[config.mk]
export PLATFORM = sky130hd
export DESIGN_NAME = mem_arbiter
export DESIGN_NICKNAME = d
export VERILOG_FILES = /design/src/rtl/mem_arbiter.sv
export SDC_FILE = /design/constraint.sdc
export NUM_CORES = 1
export LEC_CHECK = 0
export BUFFER_PORTS_ARGS = -buffer_cell sky130_fd_sc_hd__buf_2
export CAP_MARGIN = 10
export CORE_MARGIN = 2
export CORE_UTILIZATION = 48
export CTS_BUF_LIST = sky130_fd_sc_hd__clkbuf_4 sky130_fd_sc_hd__clkbuf_8
export DETAILED_ROUTE_END_ITERATION = 10
export GPL_TIMING_DRIVEN = 0
export PLACE_DENSITY = 0.83
export SYNTH_ARGS = -nofsm -noshare
export SYNTH_HDL_FRONTEND = slang
export SYNTH_SLANG_ARGS = --single-unit
export TNS_END_PERCENT = 20
[constraint.sdc]
create_clock -name clock -period 2.1 [get_ports clock]
set_input_delay 0 -clock clock [delete_from_list [all_inputs] [get_ports clock]]
set_output_delay 0 -clock clock [all_outputs]
set_load 0.05 [all_outputs]
[src/rtl/mem_arbiter.sv]
// Two-requester (fetch/data) arbiter in front of a fixed-latency single-port memory.
// One transaction in flight; fetch and data alternate when both are pending.
module mem_arbiter #(
   parameter int ADDR_W  = 16,
   parameter int DATA_W  = 16,
   parameter int MEM_LAT = 2
) (
   input  logic              clock,
   input  logic              reset,
   input  logic              if_req,
   input  logic [ADDR_W-1:0] if_addr,
   input  logic              d_req,
   input  logic              d_we,
   input  logic [ADDR_W-1:0] d_addr,
   input  logic [DATA_W-1:0] d_wdata,
   output logic              if_gnt,
   output logic              d_gnt,
   output logic              if_done,
   output logic              d_done,
   output logic [DATA_W-1:0] rdata,
   output logic              mem_en,
   output logic              mem_we,
   output logic [ADDR_W-1:0] mem_addr,
   output logic [DATA_W-1:0] mem_wdata,
   input  logic [DATA_W-1:0] mem_rdata
);
   typedef enum logic [1:0] {IDLE, ISSUE, WAIT, DONE} state_t;

   state_t     state, state_nxt;
   logic [2:0] cnt, cnt_nxt;
   logic       last_d;    // data was granted most recently
   logic       owner_d;   // current transaction belongs to the data port
   logic       owner_we;

   logic arb, any_req, pick_if, pick_d, done_fire;

   assign arb       = (state == IDLE) || (state == DONE);
   assign any_req   = if_req || d_req;
   assign pick_if   = if_req && (!d_req || last_d);
   assign pick_d    = d_req && !pick_if;
   assign done_fire = (state == WAIT) && (cnt == 3'd1);

   always_ff @(posedge clock) begin
      if (reset) begin
         state <= IDLE;
         cnt   <= '0;
      end else begin
         state <= state_nxt;
         cnt   <= cnt_nxt;
      end
   end

   always_comb begin
      state_nxt = state;
      cnt_nxt   = cnt;
      unique case (state)
         IDLE, DONE: state_nxt = any_req ? ISSUE : IDLE;
         ISSUE: begin
            state_nxt = WAIT;
            cnt_nxt   = 3'(MEM_LAT);
         end
         WAIT: begin
            cnt_nxt = cnt - 3'd1;
            if (cnt == 3'd1) state_nxt = DONE;
         end
         default: state_nxt = IDLE;
      endcase
   end

   // Outputs are loaded on the edge entering ISSUE/DONE so they are visible in that state.
   always_ff @(posedge clock) begin
      if (reset) begin
         if_gnt    <= 1'b0;
         d_gnt     <= 1'b0;
         if_done   <= 1'b0;
         d_done    <= 1'b0;
         rdata     <= '0;
         mem_en    <= 1'b0;
         mem_we    <= 1'b0;
         mem_addr  <= '0;
         mem_wdata <= '0;
         last_d    <= 1'b1;
         owner_d   <= 1'b0;
         owner_we  <= 1'b0;
      end else begin
         if_gnt  <= arb && pick_if;
         d_gnt   <= arb && pick_d;
         mem_en  <= arb && any_req;
         mem_we  <= arb && pick_d && d_we;
         if_done <= done_fire && !owner_d;
         d_done  <= done_fire && owner_d;
         if (arb && any_req) begin
            mem_addr <= pick_d ? d_addr : if_addr;
            owner_d  <= pick_d;
            owner_we <= pick_d && d_we;
            last_d   <= pick_d;
            if (pick_d && d_we) mem_wdata <= d_wdata;
         end
         if (done_fire && !owner_we) rdata <= mem_rdata;
      end
   end
endmodule

; ---- Word level (Yosys, flattened, before mapping)
; Index checks and enable logic that the tools add are counted.
[word_totals]
reg_bits = 62
inputBits = 69
out_inout_bits = 54
[op_classes]
add_sub_neg = 1
eq_ne = 5
muxes = 5
reduce_logical = 22
[op_table]
columns = op, count
row1 = 16-bit 2-to-1 mux, 1
row2 = 1-bit logical AND, 11
row3 = 2-bit one-hot mux with 3 select lines, 1
row4 = 3-bit one-hot mux with 2 select lines, 1
row5 = 2-bit equality test (second input constant), 2
row6 = 1-bit zero test, 4
row7 = 3-bit by 1-bit equality test with 1-bit output (second input constant), 1
row8 = 1-bit logical OR, 3
row9 = 3-bit by 1-bit subtractor with 3-bit output (second input constant), 1
row10 = 2-bit by 1-bit equality test with 1-bit output (second input constant), 1
row11 = 2-bit zero test, 1
row12 = 2-bit 2-to-1 mux, 1
row13 = 2-bit by 1-bit inequality test with 1-bit output (second input constant), 1
row14 = 2-bit AND reduction, 1
row15 = 2-bit nonzero test, 1
row16 = 2-bit OR reduction, 1
row17 = 1-bit 2-to-1 mux, 1

; ---- Depth between registers and ports, before layout
[logic_depth]
depth_word = 7
depth_mapped = 8

; ---- Least setup slack after synthesis
; OpenSTA, ideal clock, no wires.
[synth_path]
path_kind = register to register
start = register state[0]
end = register mem_addr[0]
setup_ps = 144
arrival_time_ps = 1355
t_required_ps = 1956
setup_slack_ps = 601
stages_incl_launch_ff = 7
n_path_buf = 1
period_less_slack_ps = 1499
cell_sequence = dfxtp_1 inv_1 ha_1 buf_2 and2b_1 o21ai_1 a22oi_1
[synth_via]
elab_chain_len = 3
[synth_lines]
columns = item, line_no
row1 = "start, declared", 29  ; state_t state, state_nxt;
row2 = "start signal, assigned", 48  ; state <= state_nxt;
row3 = 2-bit equality test or 2-bit zero test (tied branches), 37  ; assign arb = (state == IDLE) || (state == DONE);
row4 = 1-bit logical OR (*), 37
row5 = 1-bit logical AND (*), 92  ; if (arb && any_req) begin
row6 = "end signal, assigned", 93  ; mem_addr <= pick_d ? d_addr : if_addr;
row7 = "end, declared", 23  ; output logic [ADDR_W-1:0] mem_addr,
; Every way passes the cells marked *; elsewhere a longest branch is shown, timed or not.
; A chain may end at the register's enable or synchronous reset.

; ---- Worst setup path in the final report
[layout_path]
start = input port d_req
end = register mem_addr[14]
[layout_via]
elab_chain_len = 6
[layout_lines]
columns = item, line_no
row1 = "start, declared", 12  ; input logic d_req,
row2 = 1-bit zero test, 39  ; assign pick_if = if_req && (!d_req || last_d);
row3 = 1-bit logical OR, 39
row4 = 1-bit logical AND, 39
row5 = 1-bit zero test, 40  ; assign pick_d = d_req && !pick_if;
row6 = 1-bit logical AND, 40
row7 = 16-bit 2-to-1 mux, 93
; Several ways; a longest one is shown, not always the timed one.

==> impl_metrics.py <==
metrics = {
    "status": {
        "status": "complete, no violations",
    },
    "synth": {
        "synth_seq_area_share_pct": 48.3,
        "yosysTopAreaCell": "dfxtp_1",
        "ys_warn_count": 0,
        "synth.distinct_cells": 33,
        "synth_edf_count": 0,
        "syn_area_um2": 2570,
        "ys_ff_latch": 62,
        "synthArstFlopShare_pct": 0,
        "syn_inst": 295,
        "synth_commonest_cells": "dfxtp_1, nand2_1, a21oi_1, nand2b_1, mux2i_1",
        "yosysMostFrequentCell": "dfxtp_1",
        "synth_top_flop_cell": "dfxtp_1",
        "postSynthAreaPerCell_um2": 8.71,
        "synth_top_area_share_pct": 48.3,
        "synthTopCellsByArea": "dfxtp_1, nand2b_1, nand2_1",
        "syn_nets": 367,
    },
    "floorplanning": {
        "core-area_um2": 5140,
        "dieArea_um2": 5950,
        "rows": 26,
        "fp.dieH_um": 77.2,
        "ioPinCount": 123,
        "die_x_um": 77.2,
        "start_util_pct": 50.0,
    },
    "critical_path": {
        "critPathLaunchType": "input pin",
        "r2r_slack_ns": 0.18,
        "end_kind": "flop",
        "cp_top_family": "buffers and inverters",
        "crit_chain": "dlygate4sd3_1 > buf_2 > a21bo_1 > buf_2 > nand2_1 > a211oi_1 > dlygate4sd3_1",
        "cp_num_buf_inv": 4,
        "startpoint": "d_req",
        "cp.arrival_ns": 2.19,
        "rr_startpoint": "state[0]$_SDFFE_PP0P_",
        "ff2ff_path_depth": 7,
        "crit_path_end": "mem_addr[14]$_SDFFE_PP0P_",
        "cp_max_fo": 10,
        "cpPeakStageDelay_ns": 0.58,
        "worstReg2RegEnd": "mem_addr[9]$_SDFFE_PP0P_",
        "worstSetupPathDepth": 7,
        "critical_path_class": "input pin to flop",
        "required_ns": 2.37,
        "critPathSlowestCell": "dlygate4sd3_1",
    },
    "detailed_routing": {
        "drt_pass1_iterations": 4,
        "antenna_left": 0,
        "post-route-drc-count": 0,
        "drt_first_iter_violations": 70,
        "num_vias": 2729,
        "routedWlPerCell_um": 13.3,
        "viasPerCell": 4.86,
        "wl_um": 7490,
    },
    "pwr": {
        "p_leak_uw": 0.00190,
        "power_density_nw_per_um2": 1170,
        "vdd_drop_max_mv": 0.856,
        "power_uw": 4750,
    },
    "cts": {
        "htree_levels": 3,
        "clock_latency_ns": 0.33,
        "clk_root_buffer_cell": "clkbuf_8",
        "cts_tree": "done",
        "postCtsSetupBuffers": 0,
        "clk_pin_slew_ns": 0.07,
        "clock_path_buffers": 2,
        "cts-buffers-inserted": 9,
        "numClockSinks": 62,
    },
    "grt": {
        "grt_pass1_wl_um": 12400,
        "antenna_found_initial": 0,
        "grt_pass1_vias": 2736,
        "grt_max_degree": 11,
        "grt_remaining_overflow": 0,
        "grt_usage_pct": 26.0,
    },
    "layout": {
        "layout-drive-gt1-share_pct": 31.4,
        "fin_nets": 557,
        "num-fill-cells": 349,
        "design_area_um2": 4070,
        "seq_area_um2": 1240,
        "area_growth_pct": 58.4,
        "multiInputGateArea_um2": 1210,
        "fin_util_pct": 79.2,
    },
    "sta": {
        "fin_crit_sh_pct": 91.6,
        "max_slew_margin_pct": 53.9,
        "max_freq_ghz": 0.520,
        "finalHoldViolCount": 0,
        "fin_skew_ns": 0.00707,
        "setup_ws_ns": 0.177,
        "setup-violations-final": 0,
        "drv_slew": 0,
        "setup-tns-final_ns": 0,
        "rsz0062_at_grt": "false",
        "min_period_ns": 1.92,
        "tightest_slew_ns": 0.687,
    },
    "run": {
        "cap_violations": 0,
    },
    "place": {
        "io_buffers": 120,
        "postPlaceCellArea_um2": 3260,
        "hpwl_um": 4390,
        "pre_cts_ws_ns": 0.326,
        "place_congestion": 0.784,
    },
    "hold_path": {
        "hold_path.class": "input pin to flop",
    },
}
==> layout by cell type, fill, tap and decap left out, drive strengths merged, types with 2 or more instances in the layout <==
cell type,Yosys,layout
mux2i,16,16
nand3,3,3
o21ai,3,3
dfxtp,62,62
buf,13,132
clkinv,0,3
and3,2,2
clkbuf,9,22
dlygate4sd3,0,59
nor2,11,11
nand2,55,55
ha,3,3
nand3b,3,3
a22oi,8,8
nand2b,41,41
a21oi,41,41
a211oi,8,8
inv,5,5
==> what timing repair did <==
item,4_1_cts,5_1_grt
endpoints found under the hold margin,51,0
hold buffers,59,0
endpoints found under the setup margin,0,6
resized for setup,0,2
==> where the power goes <==
group          switching, µW  internal [µW]
clock                    441            620
sequential               136           1420
combinational           1390            748
==> worst min-delay path by stage <==
stage	start	end	slack, ns	depth (start not counted)
global placement	mem_rdata[6]	rdata[6]$_SDFFE_PP0P_	0.24	3
floorplan	d_req	if_gnt$_SDFF_PP0_	0.09	1
detailed placement	mem_rdata[3]	rdata[3]$_SDFFE_PP0P_	0.25	3
global route	d_addr[2]	mem_addr[2]$_SDFFE_PP0P_	0.007	3
CTS	d_addr[0]	mem_addr[0]$_SDFFE_PP0P_	0.003	3
finish	d_addr[15]	mem_addr[15]$_SDFFE_PP0P_	0.008	3
==> stage by stage <==
step | hold WS [ns] | std cells
floorplan | 0.0912 | 295
global placement | 0.241 | 485
detailed placement | 0.246 | 485
CTS | 0.00303 | 560
global route | 0.00673 | 560
finish | 0.00753 | 561
==> final cells by class <==
class | count | share of cell area [%]
Sequential cell | 62 | 30.5
Timing Repair Buffer | 179 | 29.3
Tap cell | 70 | 2.15
Buffer | 22 | 2.80
Clock buffer | 12 | 3.91
Inverter | 5 | 0.461
Clock inverter | 4 | 1.11
Antenna cell | 1 | 0.0615
Multi-Input combinational cell | 206 | 29.7
==> logic make-up after synthesis <==
kind of cell | Yosys count | share of synthesized area (%)
muxes | 16 | 6.23
DFF | 62 | 48.3
adders and majority gates | 3 | 1.46
buffers and inverters | 27 | 5.07
AOI/OAI and AO/OA | 65 | 15.1
and+or+nand+nor | 122 | 23.8
==> worst register-to-register path: cells and delay by family, from the launching register on <==
kind,cells,cell delay (ns)
AO/OA/AOI/OAI,2,0.35
adder cells (fa/ha/maj),1,0.29
buffers and inverters,3,0.85
flip-flops,1,0.30
AND/OR/NAND/NOR,1,0.06
==> state kept, by name, summed over array words and instances (netlist names), 2 cells and up <==
| register | flops |
|---|---|
| cnt | 3 |
| state | 2 |
| rdata | 16 |
| mem_wdata | 16 |
| mem_addr | 16 |
==> per-layer routing <==
layer,wire (µm),global-route usage (%),vias up
met5,0,0,-
met4,111,10.0,0
met3,435,6.47,13
met2,3800,46.3,115
met1,3140,29.8,1231
li1,-,-,1370
Power figures use the tool's default switching activity.
